===== src/rtl/minisys_md_pkg.sv =====
// rtl/minisys_md_pkg.sv - shared op encodings, FSM state type and helpers for the HI/LO multiply/divide unit
package minisys_md_pkg;

    localparam int MD_WIDTH = 32;
    localparam int MD_CNT_W = 5;

    localparam logic [1:0] MD_MULT  = 2'b00;
    localparam logic [1:0] MD_MULTU = 2'b01;
    localparam logic [1:0] MD_DIV   = 2'b10;
    localparam logic [1:0] MD_DIVU  = 2'b11;

    typedef enum logic [1:0] {
        ST_IDLE   = 2'd0,
        ST_RUN    = 2'd1,
        ST_FINISH = 2'd2
    } md_state_t;

    function automatic logic md_is_signed(input logic [1:0] op);
        return (op == MD_MULT) || (op == MD_DIV);
    endfunction

    function automatic logic md_is_div(input logic [1:0] op);
        return (op == MD_DIV) || (op == MD_DIVU);
    endfunction

    function automatic logic [MD_WIDTH-1:0] md_cond_neg(input logic [MD_WIDTH-1:0] v, input logic neg);
        return neg ? -v : v;
    endfunction

endpackage


===== src/rtl/hilo_md_unit_if.sv =====
// rtl/hilo_md_unit_if.sv - request/move/result bundle between the pipeline and the HI/LO unit
interface hilo_md_unit_if;
    import minisys_md_pkg::*;

    logic                start;
    logic [1:0]          op;
    logic [MD_WIDTH-1:0] operand_a;
    logic [MD_WIDTH-1:0] operand_b;
    logic                mthi;
    logic                mtlo;
    logic [MD_WIDTH-1:0] write_data;
    logic                busy;
    logic                done;
    logic [MD_WIDTH-1:0] hi;
    logic [MD_WIDTH-1:0] lo;

    modport master (
        output start, op, operand_a, operand_b, mthi, mtlo, write_data,
        input  busy, done, hi, lo
    );

    modport slave (
        input  start, op, operand_a, operand_b, mthi, mtlo, write_data,
        output busy, done, hi, lo
    );

endinterface


===== src/rtl/md_iter_core.sv =====
// rtl/md_iter_core.sv - radix-2 iterative datapath: shift-add multiply and restoring divide on magnitudes
module md_iter_core
    import minisys_md_pkg::*;
#(
    parameter int WIDTH = MD_WIDTH
) (
    input  logic             clk_i,
    input  logic             rst_i,
    input  logic             load_i,
    input  logic             step_i,
    input  logic             div_i,
    input  logic [WIDTH-1:0] a_i,
    input  logic [WIDTH-1:0] b_i,
    output logic [WIDTH-1:0] res_hi_o,
    output logic [WIDTH-1:0] res_lo_o,
    output logic             last_o
);

    // acc holds the running product high half (with carry bit) or the partial remainder;
    // sh holds the multiplier shifting out / product low half, or dividend shifting into quotient.
    logic [WIDTH:0]        acc_q, acc_d;
    logic [WIDTH-1:0]      sh_q, sh_d;
    logic [WIDTH-1:0]      b_q, b_d;
    logic                  div_q, div_d;
    logic [MD_CNT_W-1:0]   cnt_q, cnt_d;

    logic [WIDTH:0]        mul_sum;
    logic [WIDTH:0]        rem_shift;
    logic [WIDTH:0]        rem_diff;

    always_comb begin
        mul_sum   = acc_q + (sh_q[0] ? {1'b0, b_q} : {(WIDTH+1){1'b0}});
        rem_shift = {acc_q[WIDTH-1:0], sh_q[WIDTH-1]};
        rem_diff  = rem_shift - {1'b0, b_q};

        acc_d = acc_q;
        sh_d  = sh_q;
        b_d   = b_q;
        div_d = div_q;
        cnt_d = cnt_q;

        if (load_i) begin
            acc_d = '0;
            sh_d  = a_i;
            b_d   = b_i;
            div_d = div_i;
            cnt_d = '0;
        end else if (step_i) begin
            cnt_d = cnt_q + {{(MD_CNT_W-1){1'b0}}, 1'b1};
            if (div_q) begin
                // Remainder stays below the divisor, so bit WIDTH of the difference is its sign.
                if (!rem_diff[WIDTH]) begin
                    acc_d = rem_diff;
                    sh_d  = {sh_q[WIDTH-2:0], 1'b1};
                end else begin
                    acc_d = rem_shift;
                    sh_d  = {sh_q[WIDTH-2:0], 1'b0};
                end
            end else begin
                acc_d = {1'b0, mul_sum[WIDTH:1]};
                sh_d  = {mul_sum[0], sh_q[WIDTH-1:1]};
            end
        end
    end

    always_ff @(posedge clk_i or posedge rst_i) begin
        if (rst_i) begin
            acc_q <= '0;
            sh_q  <= '0;
            b_q   <= '0;
            div_q <= 1'b0;
            cnt_q <= '0;
        end else begin
            acc_q <= acc_d;
            sh_q  <= sh_d;
            b_q   <= b_d;
            div_q <= div_d;
            cnt_q <= cnt_d;
        end
    end

    assign res_hi_o = acc_q[WIDTH-1:0];
    assign res_lo_o = sh_q;
    assign last_o   = (cnt_q == MD_CNT_W'(WIDTH - 1));

endmodule


===== src/rtl/hilo_md_unit.sv =====
// rtl/hilo_md_unit.sv - HI/LO multiply/divide unit: control FSM, sign handling and HI/LO registers
module hilo_md_unit
    import minisys_md_pkg::*;
#(
    parameter int WIDTH = MD_WIDTH
) (
    input  logic          clock_i,
    input  logic          reset_i,
    hilo_md_unit_if.slave bus
);

    md_state_t          state_q;
    logic [1:0]         op_q;
    logic [WIDTH-1:0]   a_raw_q;
    logic               q_neg_q;
    logic               r_neg_q;
    logic               b_zero_q;
    logic [WIDTH-1:0]   hi_q, lo_q;
    logic               busy_q, done_q;

    logic               idle_ok;
    logic               accept;
    logic               sgn_op;
    logic               a_neg, b_neg;
    logic [WIDTH-1:0]   a_mag, b_mag;
    logic               core_last;
    logic [WIDTH-1:0]   core_hi, core_lo;
    logic [2*WIDTH-1:0] prod_raw, prod_fix;
    logic [WIDTH-1:0]   fin_hi_d, fin_lo_d;

    // busy_q trails the return to IDLE by one cycle; requests wait until it drops.
    assign idle_ok = (state_q == ST_IDLE) && !busy_q;
    assign accept  = idle_ok && bus.start;

    assign sgn_op = md_is_signed(bus.op);
    assign a_neg  = sgn_op && bus.operand_a[WIDTH-1];
    assign b_neg  = sgn_op && bus.operand_b[WIDTH-1];
    assign a_mag  = md_cond_neg(bus.operand_a, a_neg);
    assign b_mag  = md_cond_neg(bus.operand_b, b_neg);

    md_iter_core #(.WIDTH(WIDTH)) u_core (
        .clk_i    (clock_i),
        .rst_i    (reset_i),
        .load_i   (accept),
        .step_i   (state_q == ST_RUN),
        .div_i    (md_is_div(bus.op)),
        .a_i      (a_mag),
        .b_i      (b_mag),
        .res_hi_o (core_hi),
        .res_lo_o (core_lo),
        .last_o   (core_last)
    );

    always_comb begin
        prod_raw = {core_hi, core_lo};
        prod_fix = q_neg_q ? -prod_raw : prod_raw;
        fin_hi_d = prod_fix[2*WIDTH-1:WIDTH];
        fin_lo_d = prod_fix[WIDTH-1:0];
        if (md_is_div(op_q)) begin
            if (b_zero_q) begin
                fin_hi_d = a_raw_q;
                fin_lo_d = '1;
            end else begin
                // 0x80000000 / -1 falls out naturally: magnitude quotient 2^31 negated wraps to itself.
                fin_hi_d = md_cond_neg(core_hi, r_neg_q);
                fin_lo_d = md_cond_neg(core_lo, q_neg_q);
            end
        end
    end

    always_ff @(posedge clock_i or posedge reset_i) begin
        if (reset_i) begin
            state_q  <= ST_IDLE;
            op_q     <= MD_MULT;
            a_raw_q  <= '0;
            q_neg_q  <= 1'b0;
            r_neg_q  <= 1'b0;
            b_zero_q <= 1'b0;
            hi_q     <= '0;
            lo_q     <= '0;
            busy_q   <= 1'b0;
            done_q   <= 1'b0;
        end else begin
            done_q <= 1'b0;
            busy_q <= (state_q != ST_IDLE);
            case (state_q)
                ST_IDLE: begin
                    if (accept) begin
                        state_q  <= ST_RUN;
                        busy_q   <= 1'b1;
                        op_q     <= bus.op;
                        a_raw_q  <= bus.operand_a;
                        q_neg_q  <= a_neg ^ b_neg;
                        r_neg_q  <= a_neg;
                        b_zero_q <= (bus.operand_b == '0);
                    end else if (idle_ok) begin
                        if (bus.mthi) hi_q <= bus.write_data;
                        if (bus.mtlo) lo_q <= bus.write_data;
                    end
                end
                ST_RUN: begin
                    if (core_last) state_q <= ST_FINISH;
                end
                ST_FINISH: begin
                    hi_q    <= fin_hi_d;
                    lo_q    <= fin_lo_d;
                    done_q  <= 1'b1;
                    state_q <= ST_IDLE;
                end
                default: state_q <= ST_IDLE;
            endcase
        end
    end

    assign bus.busy = busy_q;
    assign bus.done = done_q;
    assign bus.hi   = hi_q;
    assign bus.lo   = lo_q;

endmodule

===== src/flat_wrapper.sv =====
// flat-port wrapper written by rule: the top's interface ports become plain ports
module hilo_md_unit_flat import minisys_md_pkg::*;
#(
    parameter int WIDTH = MD_WIDTH
)
  (clock_i, reset_i, bus_start, bus_op, bus_operand_a, bus_operand_b, bus_mthi, bus_mtlo, bus_write_data, bus_busy, bus_done, bus_hi, bus_lo);
  hilo_md_unit_if bus_i ();
  input  logic clock_i;
  input  logic reset_i;
  input wire logic [$bits(bus_i.start)-1:0] bus_start;
  input wire logic [$bits(bus_i.op)-1:0] bus_op;
  input wire logic [$bits(bus_i.operand_a)-1:0] bus_operand_a;
  input wire logic [$bits(bus_i.operand_b)-1:0] bus_operand_b;
  input wire logic [$bits(bus_i.mthi)-1:0] bus_mthi;
  input wire logic [$bits(bus_i.mtlo)-1:0] bus_mtlo;
  input wire logic [$bits(bus_i.write_data)-1:0] bus_write_data;
  output wire logic [$bits(bus_i.busy)-1:0] bus_busy;
  output wire logic [$bits(bus_i.done)-1:0] bus_done;
  output wire logic [$bits(bus_i.hi)-1:0] bus_hi;
  output wire logic [$bits(bus_i.lo)-1:0] bus_lo;
  assign bus_i.start = bus_start;
  assign bus_i.op = bus_op;
  assign bus_i.operand_a = bus_operand_a;
  assign bus_i.operand_b = bus_operand_b;
  assign bus_i.mthi = bus_mthi;
  assign bus_i.mtlo = bus_mtlo;
  assign bus_i.write_data = bus_write_data;
  assign bus_busy = bus_i.busy;
  assign bus_done = bus_i.done;
  assign bus_hi = bus_i.hi;
  assign bus_lo = bus_i.lo;
  hilo_md_unit #(.WIDTH(WIDTH)) u_core (.clock_i(clock_i), .reset_i(reset_i), .bus(bus_i));
endmodule

===== config.mk =====
export PLATFORM = sky130hd
export DESIGN_NAME = hilo_md_unit_flat
export DESIGN_NICKNAME = d
export VERILOG_FILES = /design/src/rtl/minisys_md_pkg.sv /design/src/rtl/hilo_md_unit_if.sv /design/src/rtl/md_iter_core.sv /design/src/rtl/hilo_md_unit.sv /design/src/flat_wrapper.sv
export SDC_FILE = /design/constraint.sdc
export NUM_CORES = 1
export LEC_CHECK = 0
export CAP_MARGIN = 20
export CORE_ASPECT_RATIO = 0.6
export CORE_MARGIN = 4
export CORE_UTILIZATION = 64
export CTS_CLUSTER_DIAMETER = 120
export DETAILED_ROUTE_END_ITERATION = 12
export PLACE_DENSITY_LB_ADDON = 0.08
export SETUP_SLACK_MARGIN = 0.5
export SLEW_MARGIN = 30
export SYNTH_ARGS = -nofsm -noshare
export SYNTH_HDL_FRONTEND = slang
export SYNTH_HIERARCHICAL = 1
export SYNTH_SLANG_ARGS = --single-unit

===== constraint.sdc =====
create_clock -name clock_i -period 12.75 [get_ports clock_i]
set_input_delay 1.275 -clock clock_i [delete_from_list [all_inputs] [get_ports clock_i]]
set_output_delay 1.275 -clock clock_i [all_outputs]
set_load 0.02 [all_outputs]

* After elaboration in Yosys (flattened, before gate mapping) *
Index checks and enable logic that the tools add are counted.
Widths: inputs -> output; s select.

word-level totals
  register bits after elaboration = 208
  input bits = 103
  output and inout bits = 66
  word-level logic and storage cells = 89

operators by class
  add/subtract/negate cells = 8
  eq/ne operators = 13
  multiplexer cells = 34
  bitwise operators = 1
  reductions and logical operators = 18

operators by type and width
  operator             number
  $mux 32              18
  $mux 33              4
  $neg 32->32          4
  $pmux 32 s2          2
  $mux 64              1
  $neg 64->64          1
  $add 33x33->33       1
  $sub 33x32->33       1
  $logic_not 32->1     1
  $eq 2x2->1 const B   5
  $mux 5               2
  $reduce_and 4->1     2
  $ne 2x1->1 const B   3
  $ne 2x2->1 const B   3
  $reduce_bool 2->1    3
  $add 5x1->5 const B  1
  $eq 5x5->1 const B   1
  $logic_and 1x1->1    4
  $logic_not 2->1      2
  $mux 1               4
  $mux 2               2
  $pmux 2 s2           1
  $reduce_and 2->1     2
  $logic_or 1x1->1     3
  other kinds (3)      3

* Depth between registers and ports, before layout *
Gate-level depths: netlist (run 1).

  depth after elaboration = 5
  depth in mapped cells = 21
  gate-level depth less buffers = 20

* Cells and area by module *
The synthesis (run 1) kept the hierarchy.

modules (own cells, without submodules)
  module        times used  cells each  area an instance (µm²)  sequential area each (µm²)
  md_iter_core  1           1105        8821.0                  2577.5
  hilo_md_unit  1           1167        8753.4                  2602.5

* Least setup slack after synthesis (run 1) *
No wires, ideal clock.

  path type = register to register
  start = reg u_core.u_core.sh_q[31], in the netlist u_core/u_core/res_lo_o[31]
  end = reg u_core.u_core.acc_q[30]
  library setup time = 0.077 ns
  arrival = 4.305 ns
  data required time = 12.673 ns
  slack = 8.367 ns
  cell stages (with the launch flop) = 21
  buffers on the path = 3
  period minus slack after synthesis = 4.383 ns
  cell sequence = dfrtp_1 inv_1 ha_1 fa_1 nand2b_1 a21oi_1 o2111ai_1 o21bai_1 a41oi_2 o21ai_1 o21ai_0 nor2b_1 nand4b_1 nand3_1 ha_1 clkbuf_1 buf_1 clkbuf_1 nor3b_1 nand2_1 a21oi_1

on the way
  word-level cells in the longest chain between the ends = 5

ends and longest elaborated chain
  what                    RTL line            source
  from (decl)             md_iter_core.sv:22  logic [WIDTH-1:0] sh_q, sh_d;
  from (signal assigned)  md_iter_core.sv:69  sh_q <= '0;
  from (signal assigned)  md_iter_core.sv:75  sh_q <= sh_d;
  $sub 33x32->33          md_iter_core.sv:34  rem_diff = rem_shift - {1'b0, b_q};
  $mux 33                 md_iter_core.sv:52  if (!rem_diff[WIDTH]) begin
  $mux 33                 md_iter_core.sv:50  if (div_q) begin
  $mux 33                 md_iter_core.sv:48  end else if (step_i) begin
  $mux 33                 md_iter_core.sv:42  if (load_i) begin
  to (signal assigned)    md_iter_core.sv:68  acc_q <= '0;
  to (signal assigned)    md_iter_core.sv:74  acc_q <= acc_d;
  to (decl)               md_iter_core.sv:21  logic [WIDTH:0] acc_q, acc_d;

No other way between the ends. The select of a mux whose other input is x is not followed.
A chain may end at the register's enable or synchronous reset.

* Worst setup path after layout (run 1) *
  start = reg u_core.u_core.sh_q[31], in the netlist u_core/u_core/res_lo_o[31]
  end = reg u_core.u_core.acc_q[19]

The elaborated chain is that of the path after synthesis.

==> results.py, run 1 <==
metrics = {
    "drt": {
        "post_drt_wl_per_cell_um": 25.1,
        "routed_wl_um": 67400,
        "vias": 19000,
        "drt-pass1-iter-count": 7,
        "routed_via_density": 7.06,
        "drc": 0,
        "antenna_left": 0,
        "first_iter_violations": 3377,
    },
    "clock_tree": {
        "clock-root-buffer": "clkbuf_16",
        "path_clk_slew_ns": 0.07,
        "cts_resized": 0,
        "clock_latency_ns": 0.55,
        "cts_max_level": 1,
        "post_cts_buffers": 0,
        "cts_tree": "yes",
        "cts_buffers": 22,
        "clockBufferDepth": 3,
        "cts_hold_buf": 0,
        "clock_sinks": 207,
    },
    "worst_hold_path": {
        "hold_depth": 2,
        "min_path_type": "register to register",
    },
    "floorplan": {
        "die_height_um": 136,
        "die_area_mm2": 0.0303,
        "ioPinCount": 169,
        "die_x_um": 222,
        "start_util_pct": 65.8,
        "coreArea_mm2": 0.0267,
        "rows": 46,
    },
    "global_route": {
        "grt.overflow.total": 0,
        "grt_pass1_wl_um": 101000,
        "grt_pass1_vias": 17300,
        "track_usage_pct": 42.4,
        "grt_max_degree": 131,
        "antenna_found_initial": 2,
    },
    "logic_synthesis": {
        "synth_area_leader_cell": "dfrtp_1",
        "syn_area_mm2": 0.0176,
        "synth_flop_cell": "dfrtp_1",
        "ys_ff_latch": 207,
        "synthTopCellsByArea": "dfrtp_1 (29%), nand2_1 (6.0%), a21oi_1 (5.5%), o21ai_0 (5.4%), ha_1 (5.1%)",
        "syn-num-nets": 2448,
        "ys_seq_area_share_pct": 29.5,
        "ys_async_sr_fraction_pct": 100,
        "synth-edff-count": 0,
        "synth_top_area_share_pct": 29.5,
        "yosys_warnings": 6,
        "avgSynthCellArea_um2": 7.74,
        "syn_inst": 2272,
        "synth_cell_types": 97,
    },
    "setup_path": {
        "crit_type": "register to register",
        "critPathRequiredTime_ns": 13.20,
        "rrSetupSlack_ns": 7.06,
        "cp.arrival_ns": 6.14,
        "cp-end-kind": "register",
        "cp_max_fo": 47,
        "r2r.worst_path.cells": 19,
        "startpoint_type": "register",
    },
    "finish": {
        "nets": 2487,
        "layout_commonest_cell": "nand2_1",
        "drive_gt1_share_pct": 5.20,
        "finalCoreUtilization_pct": 74.4,
        "fill_cells": 2048,
        "syn_to_final_growth_pct": 13.0,
        "finalInstanceArea_mm2": 0.0199,
        "final_cell_mix": "nand2_1 (282), dfrtp_1 (206), nor2_1 (197)",
    },
    "placement": {
        "pre_cts_slack_ns": 7.24,
        "post_dp_cell_area_mm2": 0.0191,
        "portBuffers": 168,
        "gp_congestion": 1.06,
        "dp.final_hpwl_um": 49200,
    },
    "power": {
        "power.leakage_nw": 8.29,
        "vdd_drop_max_v": 0.000231,
        "p_per_area_mw_per_mm2": 306,
        "power_mw": 6.08,
    },
    "timing": {
        "finalWorstSetupSlack_ns": 7.06,
        "slew_headroom_pct": 26.0,
        "fin_skew_ns": 0.0276,
        "finalSetupViolCount": 0,
        "drv_slew": 0,
        "fin_tns_setup_ns": 0,
        "hold_viol_final": 0,
        "finalCriticalPeriod_ns": 5.69,
        "clock.fmax_mhz": 176,
        "rsz0062_at_grt": "false",
        "tightest_slew_ns": 1.10,
        "period_share_pct": 44.6,
    },
    "flow_run": {
        "maxCapViolCount": 0,
    },
    "outcome": {
        "status": "complete, no violations",
    },
}
## state kept, by name (all words and copies together), names as in the netlist, 2 cells and up
| signal | cells |
|---|---|
| u_core/u_core/res_lo_o | 32 |
| u_core/a_raw_q | 32 |
| u_core/u_core/acc_q | 33 |
| u_core/u_core/b_q | 32 |
| u_core/bus.hi | 32 |
| u_core/state_q | 2 |
| u_core/bus.lo | 32 |
| u_core/u_core/cnt_q | 5 |
## kinds of logic after synthesis
family	after synthesis	synth area share [%]
flip-flops	207	29.5
adder cells (fa/ha/maj)	73	5.28
buffers and inverters	263	6.37
multiplexers	58	3.35
AND/OR/NAND/NOR	821	22.7
XOR/XNOR	152	7.58
AO/OA/AOI/OAI	698	25.2
## stage by stage
stage / hold WS (ns) / std cells
floorplan: 0.440 / 2272
global placement: 0.461 / 2647
detailed placement: 0.464 / 2647
CTS: 0.479 / 2687
global route: 0.504 / 2687
finish: 0.481 / 2689
## cell type report
cell class	count	area [um2]	area share, %
antenna	2	5.00	0.0252
clock buffer	31	614	3.09
clock inverter	9	113	0.567
inverter	81	312	1.57
multi-input combinational	1802	11300	56.8
sequential	207	5180	26.1
tap	360	450	2.27
timing repair buffer	197	1900	9.58
## worst paths after layout
kind,from,to
max in group asynchronous,reset_i,u_core/u_core/div_q
worst min-delay path,u_core/a_raw_q[29],u_core/a_raw_q[29]
worst min register to register,u_core/a_raw_q[29],u_core/a_raw_q[29]
worst max-delay path,u_core/u_core/res_lo_o[31],u_core/u_core/acc_q[19]
min in group asynchronous,reset_i,u_core/u_core/b_q[16]
worst max register to register,u_core/u_core/res_lo_o[31],u_core/u_core/acc_q[19]
## cell usage after synthesis (6+ instances only)
cell type / n
nand2_1: 283
dfrtp_1: 207
nor2_1: 197
a21oi_1: 193
o21ai_0: 189
clkbuf_1: 126
xnor2_1: 94
inv_1: 77
ha_1: 71
xor2_1: 58
nor3_1: 56
mux2i_1: 51
nand3_1: 45
o31ai_1: 43
and2_1: 40
o22ai_1: 37
buf_4: 32
nand2b_1: 31
a31oi_1: 27
and3_1: 25
nor4_1: 23
or3_1: 23
a211oi_1: 21
o41ai_1: 20
a21o_1: 19
buf_1: 19
nand4_1: 19
o211ai_1: 19
nor2b_1: 18
o21a_1: 14
or4_1: 13
a221o_1: 11
a221oi_1: 9
o21ai_1: 8
a22oi_1: 7
mux2_2: 7
or2_2: 7
a311oi_1: 6
nand4b_1: 6
o21bai_1: 6
## report_power, final
group / internal, mW / total, mW / switching [mW]
Sequential: 0.964 / 1.50 / 0.539
Clock: 0.379 / 0.671 / 0.292
Combinational: 1.54 / 3.90 / 2.36
Total: 2.88 / 6.08 / 3.20
## metal layers
metal,share of wire (%),vias up,global-route usage (%)
met4,2.7,4,9.33
met5,0.39,-,6.29
li1,-,8237,-
met2,39,1566,59.0
met1,40,8980,60.9
met3,17,206,17.8
## worst max-delay path: stages, from the launching register on
cell and delay (ns):
dfrtp_1 0.50, inv_1 0.08, ha_1 0.23, fa_1 0.40, nand2b_1 0.20, a21oi_1 0.17
o2111ai_1 0.19, o21bai_1 0.65, a41oi_2 0.28, o21ai_1 0.33, o21ai_0 0.17, nor2b_1 0.16
nand4b_1 0.18, nand3_1 0.10, ha_1 0.12, buf_4 0.47, clkinv_1 0.52, o41ai_1 0.48
a21oi_1 0.07, a211oi_1 0.25
(Power assumes the default switching activity.)
==> run 2, diff against run 1 <==
CORE_UTILIZATION = 59   (was 64)
clock period = 5.7 ns   (was 12.75 ns; I/O delays follow)
==> results.py, run 2 (same netlist as run 1, synthesis figures left out) <==
metrics = {
    "finish": {
        "syn_to_final_growth_pct": 13.7,
        "largest_register": "u_core/u_core/acc_q",
        "layout_commonest_cell": "nand2_1",
        "nets": 2496,
        "layout.cells.non_filler": 2735,
        "final_cell_mix": "nand2_1 (282), dfrtp_1 (206), nor2_1 (195)",
        "drive_gt1_share_pct": 5.66,
        "largest_reg_flops": 33,
    },
    "timing": {
        "slew_headroom_pct": 30.2,
        "fin_skew_ns": 0.0267,
        "tightest_slew_ns": 1.05,
        "hold_viol_final": 0,
        "finalSetupViolCount": 0,
        "drv_slew": 0,
        "finalCriticalPeriod_ns": 4.95,
        "rsz0062_at_grt": "false",
        "period_share_pct": 86.8,
        "fin_tns_setup_ns": 0,
        "clock.fmax_mhz": 202,
    },
    "drt": {
        "drt-pass1-iter-count": 6,
        "vias": 18700,
        "routed_wl_um": 68100,
        "antenna_left": 0,
        "routed_via_density": 6.85,
        "first_iter_violations": 3022,
        "drc": 0,
        "post_drt_wl_per_cell_um": 24.9,
    },
    "global_route": {
        "grt.overflow.total": 0,
        "grt_pass1_wl_um": 103000,
        "antenna_found_initial": 1,
        "track_usage_pct": 39.9,
        "grt_pass1_vias": 17300,
        "grt_max_degree": 91,
    },
    "setup_path": {
        "crit_type": "register to register",
        "critPathRequiredTime_ns": 6.08,
        "crit_start": "u_core/u_core/res_lo_o[31]",
        "slowest_stage": "dfrtp_1",
        "crit_chain": "inv_1, ha_1, fa_1, nand2b_1, a21oi_1, o2111ai_1, o21bai_2, a41oi_2, o21ai_1, o21ai_0, nor2b_1, nand4b_1, nand3_1, ha_1, buf_4, mux2_2, a211oi_1, nor3_1",
        "startpoint_type": "register",
        "cp-end-kind": "register",
        "critical_path.max_stage_delay_ns": 0.50,
        "cp_common_cell": "ha_1",
        "rr_startpoint": "u_core/u_core/res_lo_o[31]",
        "cp.arrival_ns": 5.33,
        "cp_max_fo": 31,
    },
    "clock_tree": {
        "clock_latency_ns": 0.55,
        "post_cts_buffers": 0,
        "cts_tree": "yes",
        "cts_hold_buf": 0,
        "path_clk_slew_ns": 0.07,
        "cts_resized": 0,
        "clockBufferDepth": 3,
        "clock-root-buffer": "clkbuf_16",
        "cts_max_level": 1,
        "cts_buffers": 22,
        "clock_sinks": 207,
    },
    "outcome": {
        "status": "complete, no violations",
    },
    "power": {
        "vdd_drop_max_v": 0.000485,
        "p_per_area_mw_per_mm2": 683,
        "power.leakage_nw": 8.32,
    },
    "placement": {
        "dp.final_hpwl_um": 50300,
        "gp_congestion": 1.02,
        "dp.cells": 2695,
        "portBuffers": 168,
    },
    "floorplan": {
        "rows": 48,
        "start_util_pct": 60.5,
        "die_area_mm2": 0.0327,
        "die_height_um": 142,
        "coreArea_mm2": 0.0291,
        "die_x_um": 231,
        "ioPinCount": 169,
    },
    "flow_run": {
        "maxCapViolCount": 0,
    },
    "worst_hold_path": {
        "min_path_type": "input port to asynchronous set/reset pin",
    },
}
==> run 2: worst paths after layout <==
kind | to | slack (ns) | cells after the start
max reg2reg | u_core/u_core/acc_q[9] | 0.75 | 18
min reg2reg | u_core/bus.lo[18] | 0.48 | 2
max | u_core/u_core/acc_q[9] | 0.75 | 18
max in group asynchronous | u_core/a_raw_q[25] | 4.11 | 4
min | u_core/u_core/b_q[0] | 0.40 | 2
min in group clock_i | u_core/bus.lo[18] | 0.48 | 2
==> run 2: layout make-up <==
cell class / instances / area [um2]
Multi-Input combinational cell: 1802 / 11300
Inverter: 81 / 315
Clock buffer: 32 / 628
Timing Repair Buffer: 206 / 1990
Fill cell: 2407 / 9090
Clock inverter: 6 / 68.8
Sequential cell: 207 / 5180
Tap cell: 400 / 500
Antenna cell: 1 / 2.50
==> run 2: per-stage QoR <==
step | power [mW] | utilization, % | hold WS [ns] | instance area, um2 | setup slack, ns
final | 13.6 | 68.7 | 0.404 | 20000 | 0.751
after global routing | 14.4 | 68.7 | 0.445 | 20000 | 0.554
after CTS | 13.2 | 68.6 | 0.399 | 19900 | 0.844
after detailed placement | 11.7 | 66.2 | 0.465 | 19200 | 0.875
after global placement | 11.4 | 66.2 | 0.460 | 19200 | 1.08
after floorplan | 9.12 | - | 0.440 | 17600 | 1.32
==> run 2: critical path, delay by kind of cell (launching register included) <==
kind,cells,cell delay [ns]
compound gates,7,1.80
fa+ha+maj,3,0.87
mux,1,0.39
buf+inv,2,0.47
simple gates,5,0.73
flops,1,0.50
==> run 2: metal layers <==
layer	track usage (%)	up-vias	wire length [um]
met5	0	-	0
met4	8.41	0	1550
met3	15.2	135	10700
met2	53.1	1363	26400
met1	60.8	9002	29400
li1	-	8248	-
==> run 2: where the power goes <==
part / total, mW / internal, mW / switching (mW) / leakage [nW]
Combinational: 8.81 / 3.50 / 5.30 / 5.43
Clock: 1.47 / 0.811 / 0.658 / 0.340
Sequential: 3.36 / 2.16 / 1.21 / 2.55
